$ cat config.mk
export PLATFORM = sky130hd
export DESIGN_NAME = mul_share_ctrl
export DESIGN_NICKNAME = d
export VERILOG_FILES = /design/src/rtl/mul_share_ctrl.sv
export SDC_FILE = /design/constraint.sdc
export NUM_CORES = 1
export LEC_CHECK = 0
export BUFFER_PORTS_ARGS = -buffer_cell sky130_fd_sc_hd__buf_4
export CAP_MARGIN = 20
export CORE_ASPECT_RATIO = 0.5
export CORE_MARGIN = 3
export CORE_UTILIZATION = 30
export DETAILED_ROUTE_END_ITERATION = 16
export GPL_ROUTABILITY_DRIVEN = 1
export GPL_TIMING_DRIVEN = 0
export SLEW_MARGIN = 25
export SYNTH_ARGS = -nofsm -noshare
export SYNTH_HDL_FRONTEND = slang
export SYNTH_SLANG_ARGS = --single-unit
$ cat constraint.sdc
create_clock -name clk -period 2 [get_ports clk]
set_clock_uncertainty 0.1 [all_clocks]
set_input_delay 0.5 -clock clk [delete_from_list [all_inputs] [get_ports clk]]
set_output_delay 0.5 -clock clk [all_outputs]
set_load 0.05 [all_outputs]
$ cat src/rtl/mul_share_ctrl.sv
// Shared multiplier controller: arbitrates two requesters onto one
// shift/accumulate datapath and sequences its load/clear/decrement strobes.
module mul_share_ctrl #(
    parameter int MAXITER = 255
) (
    input  logic       clk,
    input  logic       rst_n,
    input  logic [1:0] req_i,
    input  logic       eqz_i,
    output logic [1:0] gnt_o,
    output logic       sel_o,
    output logic       LdA_o,
    output logic       LdB_o,
    output logic       LdP_o,
    output logic       clrP_o,
    output logic       decB_o,
    output logic [1:0] done_o,
    output logic       err_o,
    output logic       busy_o
);

    localparam logic [7:0] S_IDLE = 8'd0;
    localparam logic [7:0] S_LDA  = 8'd1;
    localparam logic [7:0] S_LDB  = 8'd2;
    localparam logic [7:0] S_CHK  = 8'd3;
    localparam logic [7:0] S_ACC  = 8'd4;
    localparam logic [7:0] S_DONE = 8'd5;

    localparam logic [7:0] MAX_C = 8'(MAXITER);

    logic [7:0] state_q, state_d;
    logic [7:0] cnt_q, cnt_d;
    logic [1:0] gnt_q, gnt_d;
    logic       sel_q, sel_d;
    logic       last_q, last_d;
    logic       abort_q, abort_d;
    logic       win;

    // Round-robin pick: a lone requester wins, a tie goes to the one
    // that did not win last time.
    always_comb begin
        win = ~last_q;
        if (!req_i[1]) begin
            win = 1'b0;
        end else if (!req_i[0]) begin
            win = 1'b1;
        end
    end

    // State, iteration counter, grant and round-robin pointer registers.
    // The pointer resets to 1 so requester 0 wins the first tie.
    always_ff @(posedge clk or negedge rst_n) begin
        if (!rst_n) begin
            state_q <= S_IDLE;
            cnt_q   <= 8'd0;
            gnt_q   <= 2'b00;
            sel_q   <= 1'b0;
            last_q  <= 1'b1;
            abort_q <= 1'b0;
        end else begin
            state_q <= state_d;
            cnt_q   <= cnt_d;
            gnt_q   <= gnt_d;
            sel_q   <= sel_d;
            last_q  <= last_d;
            abort_q <= abort_d;
        end
    end

    // Next-state logic, including grant capture and iteration limit.
    always_comb begin
        state_d = state_q;
        cnt_d   = cnt_q;
        gnt_d   = gnt_q;
        sel_d   = sel_q;
        last_d  = last_q;
        abort_d = abort_q;
        case (state_q)
            S_IDLE: begin
                if (req_i != 2'b00) begin
                    state_d = S_LDA;
                    sel_d   = win;
                    gnt_d   = win ? 2'b10 : 2'b01;
                    last_d  = win;
                end
            end
            S_LDA: begin
                state_d = S_LDB;
            end
            S_LDB: begin
                cnt_d   = 8'd0;
                abort_d = 1'b0;
                state_d = S_CHK;
            end
            S_CHK: begin
                state_d = eqz_i ? S_DONE : S_ACC;
            end
            S_ACC: begin
                if (eqz_i) begin
                    state_d = S_DONE;
                end else begin
                    cnt_d = cnt_q + 8'd1;
                    if (cnt_q + 8'd1 == MAX_C) begin
                        state_d = S_DONE;
                        abort_d = 1'b1;
                    end
                end
            end
            S_DONE: begin
                state_d = S_IDLE;
                gnt_d   = 2'b00;
            end
            default: begin
                state_d = S_IDLE;
                cnt_d   = 8'd0;
                gnt_d   = 2'b00;
                sel_d   = 1'b0;
                abort_d = 1'b0;
            end
        endcase
    end

    // Moore strobes per state; ACC strobes are gated by the live eqz.
    // Unknown encodings fall to the all-zero default.
    always_comb begin
        LdA_o  = 1'b0;
        LdB_o  = 1'b0;
        LdP_o  = 1'b0;
        clrP_o = 1'b0;
        decB_o = 1'b0;
        done_o = 2'b00;
        err_o  = 1'b0;
        busy_o = 1'b0;
        gnt_o  = 2'b00;
        sel_o  = 1'b0;
        case (state_q)
            S_LDA: begin
                LdA_o  = 1'b1;
                clrP_o = 1'b1;
                busy_o = 1'b1;
            end
            S_LDB: begin
                LdB_o  = 1'b1;
                busy_o = 1'b1;
            end
            S_CHK: begin
                busy_o = 1'b1;
            end
            S_ACC: begin
                LdP_o  = ~eqz_i;
                decB_o = ~eqz_i;
                busy_o = 1'b1;
            end
            S_DONE: begin
                done_o = sel_q ? 2'b10 : 2'b01;
                err_o  = abort_q;
                busy_o = 1'b1;
            end
            default: begin
                busy_o = 1'b0;
            end
        endcase
        if (busy_o) begin
            gnt_o = gnt_q;
            sel_o = sel_q;
        end
    end

endmodule

# Word-level counts from Yosys, hierarchy flattened
# Cells that the tools add are included.
[totals]
regBits = 21
inputBits = 5
out_inout_bits = 12
wordCells = 59
[op_classes]
addsub = 1
eq_ne = 10
mux = 26
bitwise_logic = 5
n_reduce_logical = 11
[op_table]
columns = ["op", "count"]
rows = [
  ["8-bit one-hot mux with 5 select lines", 1],
  ["8-bit 2-to-1 mux", 4],
  ["8-bit by 2-bit equality test with 1-bit output, second input constant", 2],
  ["8-bit by 3-bit equality test with 1-bit output, second input constant", 2],
  ["8-bit one-hot mux with 2 select lines", 1],
  ["1-bit 2-to-1 mux", 12],
  ["2-bit 2-to-1 mux", 5],
  ["2-bit AND reduction", 5],
  ["8-bit by 1-bit adder with 8-bit output, second input constant", 1],
  ["8-bit by 1-bit equality test with 1-bit output, second input constant", 1],
  ["8-bit equality test, second input constant", 1],
  ["8-bit zero test", 1],
  ["4-bit OR reduction", 2],
  ["2-bit != test, second input constant", 3],
  ["1-bit inverter", 5],
  ["5-bit OR reduction", 1],
  ["1-bit one-hot mux with 2 select lines", 2],
  ["2-bit one-hot mux with 2 select lines", 1],
  ["3-bit != test, second input constant", 1],
  ["3-bit AND reduction", 1],
  ["2-bit nonzero test", 1],
]

# Longest topological paths before layout
[logic_depth]
ltp_word = 6
depth_mapped = 7

# Worst setup path after synthesis
# OpenSTA, ideal clock, no wires.
[synth_timing]
path_type = "register to output"
startpoint = "register state_q[0]"
endpoint = "output port clrP_o"
arrival_ns = 2.271
setup_slack_ns = -0.871
path_stages_with_launch = 4
path_buffers = 2
path_cell_list = "dfrtp_1 -> clkbuf_1 -> nor3b_1 -> buf_4"
[synth_between]
elab_chain_cells = 2
[synth_lines]
columns = ["element", "line_no", "source"]
rows = [
  ["from (decl)", "31", "logic [7:0] state_q, state_d;"],
  ["from (signal assigned)", "61", "state_q <= state_d;"],
  ["8-bit by 1-bit equality test with 1-bit output", "--", ""],
  ["1-bit 2-to-1 mux", "--", ""],
  ["to (decl)", "15", "output logic clrP_o,"],
]
# No other way between the ends.

# Worst setup path after layout
[layout_timing]
startpoint = "register state_q[0]"
endpoint = "output port decB_o"
[layout_between]
elab_chain_cells = 2
[layout_lines]
columns = ["element", "line_no", "source"]
rows = [
  ["8-bit by 3-bit equality test with 1-bit output", "136", "case (state_q)"],
  ["1-bit 2-to-1 mux", "136", ""],
  ["to (decl)", "16", "output logic decB_o,"],
]
# No other way between the ends.

==> impl_metrics.csv <==
group,metric,value,unit
floorplan,floorplan.initialDensity,32.96,%
sta,finalMaxSlewViolations,0,
clock_tree,clock_path_buffers,2,
route,drcViolationCount,0,
yosys,synth_area,1033,sq um
floorplan,core_area,3136,sq um
route,wire_per_inst,12.95,um
yosys,yosysSeqAreaShare,38.86,%
grt,grt_use_met1,15.45,%
worst_setup_path,max_stage_delay,0.58,ns
layout,fillCellCount,290,
route,firstDrtPassIters,4,
worst_setup_path,slowest_stage,"or4b_4",
floorplan,die_w,89.01,um
clock_tree,clkSlewWorstSetupHoldPaths,0.07,ns
grt,grt_util_met2,22.57,%
sta,whs,-0.005542,ns
layout,layout_common_cells,"buf_4, dfrtp_1, buf_6",
worst_setup_path,start_kind,"flop",
route,routed_wl,2.383,mm
status,status,"complete, but fails checks",
yosys,syn_nets,125,
run,max-cap-violations,0,
place,pre_cts_ws,-0.3283,ns
clock_tree,cts_made_buffers,3,
yosys,postSynth.asyncResetShare,100.0,%
yosys,synth_edf_count,0,
worst_setup_path,worstPathCellList,"or4b_4, clkinvlp_4, buf_8, buf_8",
grt,top_usage_layer,"met2",
sta,final_hold_viol_count,6,
sta,fin_crit,2.177,ns
yosys,ys_warn_count,0,
sta,finalSetupViolCount,7,
sta,post-route-period-util,108.8,%
sta,relSlewSlack,57.75,%
yosys,synthDistinctLibCells,40,
sta,rsz0062_at_grt,"yes",
place,place.gp.congestion,0.7623,
floorplan,rows,14,
clock_tree,cts-root-buf,"clkbuf_8",
hold_path,min_path_type,"in2async",
sta,worst_pin_slew,0.6337,ns
layout,diodes,0,
worst_setup_path,arrival,1.58,ns
clock_tree,htree_levels,1,
sta,max_freq,0.4594,GHz
grt,grt_use_total,12.31,%
yosys,netlist_instances,118,
power_and_ir_drop,vdd_drop_max,0.3312,mV
power_and_ir_drop,p_leak,0.0006207,uW
worst_setup_path,cp_top_family,"simple AND/OR/NAND/NOR gates",
worst_setup_path,path_max_fanout,4,
clock_tree,cts_tree,"built",
power_and_ir_drop,power-per-cell-area,1448,nW/um^2
clock_tree,cts.sinks,16,
floorplan,die_height,47.51,um
layout,finish.utilization,46.45,%
layout,multi_input_area,615.6,sq um
route,vias,941,
grt,first_global_vias,852,
floorplan,die_area,4228,sq um
layout,layout.area.seq,401.6,sq um
layout,area_growth,40.92,%
worst_setup_path,critPathMostFrequentCell,"buf_8",
place,hpwl,1.575,mm
route,viasPerCell,5.114,
clock_tree,clock_latency,0.25,ns
grt,grt_start_max_net_pins,17,
grt,met3_usage,2.577,%
status,failed_checks,"hold timing, setup timing",
layout,drive_above_1_share,36.11,%
worst_setup_path,worst-path-buf-inv,3,
layout,nets,152,
floorplan,pin_count,17,
worst_setup_path,worstPathRequired,1.40,ns
worst_setup_path,end_kind,"output pin",
place,io_buffers,16,
grt,antenna_found_initial,0,
worst_setup_path,path_class,"reg2out",
sta,fin_ws,-0.1768,ns
yosys,syn_area_per_cell,8.758,sq um
grt,grt_pass1_wl,3.988,mm
route,drt_iter0_drc,38,
route,postRouteAntennaNets,0,
yosys,synth-main-ff-cell,"dfrtp_1",
grt,grt_remaining_overflow,0,
yosys,ys_ff_latch,16,
-- registers in the layout, indices dropped and copies added, names as in the netlist --
register  count
abort_q       1
cnt_q         8
gnt_q         2
last_q        1
sel_q         1
state_q       3
-- what timing repair did --
item,4_1_cts,5_1_grt
setup buffers,7,1
hold buffers,0,0
pin swaps,3,1
endpoints found under the setup margin,12,12
resized for setup,19,2
-- worst paths after layout --
check / to / startpoint / depth (start not counted) / slack, ns
max: decB_o / state_q[0] / 4 / -0.18
min: gnt_q[0] / rst_n / 1 / -0.006
max reg2reg: cnt_q[3] / state_q[0] / 6 / 0.13
min reg2reg: abort_q / abort_q / 2 / 0.40
max in group asynchronous: last_q / rst_n / 1 / 1.55
min in group clk: last_q / req_i[0] / 2 / 0.33
-- worst register-to-register path: cells and delay by family (launching register included) --
kind	cells	cell delay (ns)
and+or+nand+nor	2	0.76
AOI/OAI and AO/OA	2	0.14
buffers and inverters	2	0.37
DFF	1	0.41
-- kinds of logic (layout without fill, tap and decap cells) --
| group | Yosys count | in the layout | synth area share, % |
|---|---|---|---|
| flip-flops | 16 | 16 | 38.86 |
| adder cells (fa/ha/maj) | 2 | 2 | 2.421 |
| XOR/XNOR | 2 | 2 | 1.695 |
| buffers and inverters | 18 | 44 | 8.473 |
| AO/OA/AOI/OAI | 37 | 37 | 24.82 |
| AND/OR/NAND/NOR | 43 | 43 | 23.73 |
-- cell usage after synthesis, types with 4 or more instances --
master    number  share of area (%)
nand2_1        6                2.2
nor2_1         8                2.9
o21ai_0        9                4.4
dfrtp_1       15                 36
o31ai_1        4                2.9
nand2b_1       4                2.4
inv_1          9                3.3
a21oi_1        4                1.9
o21ai_1        4                1.9
clkbuf_1       4                1.5
nand3_1        4                1.9
nor3_1         4                1.9
-- through the flow --
step | total power (uW) | TNS, ns | instances | instance area, sq um | hold WS [ns]
after floorplan | 1354 | -0.3154 | 118 | 1119 | 0.1044
after global placement | 1602 | -0.7524 | 174 | 1289 | 0.2748
after detailed placement | 1620 | -0.7516 | 174 | 1289 | 0.2804
after CTS | 2085 | -0.6742 | 183 | 1443 | 0.002041
after global routing | 2234 | -1.120 | 184 | 1456 | 0.004013
final | 2108 | -0.6725 | 184 | 1456 | -0.005542
-- area by class of cell --
type,count,area share [%]
inverters,9,2.749
plain buffers,7,4.983
flip-flops and latches,16,27.58
multi-input cells,84,42.27
clock buffers,4,3.780
repair buffers,24,15.21
well taps,40,3.436
-- layer usage --
metal | up-vias | routed length [um]
met5 | - | 0
met4 | 0 | 20
met3 | 2 | 68
met2 | 14 | 1098
met1 | 447 | 1195
li1 | 478 | -
-- report_power, final --
| part | internal [uW] | leakage (uW) | switching (uW) |
|---|---|---|---|
| logic | 564 | 0.000381 | 741 |
| registers | 410 | 0.000211 | 93.7 |
| clock network | 175 | 0.0000288 | 125 |
| total | 1150 | 0.000621 | 960 |
(Power assumes the default switching activity.)
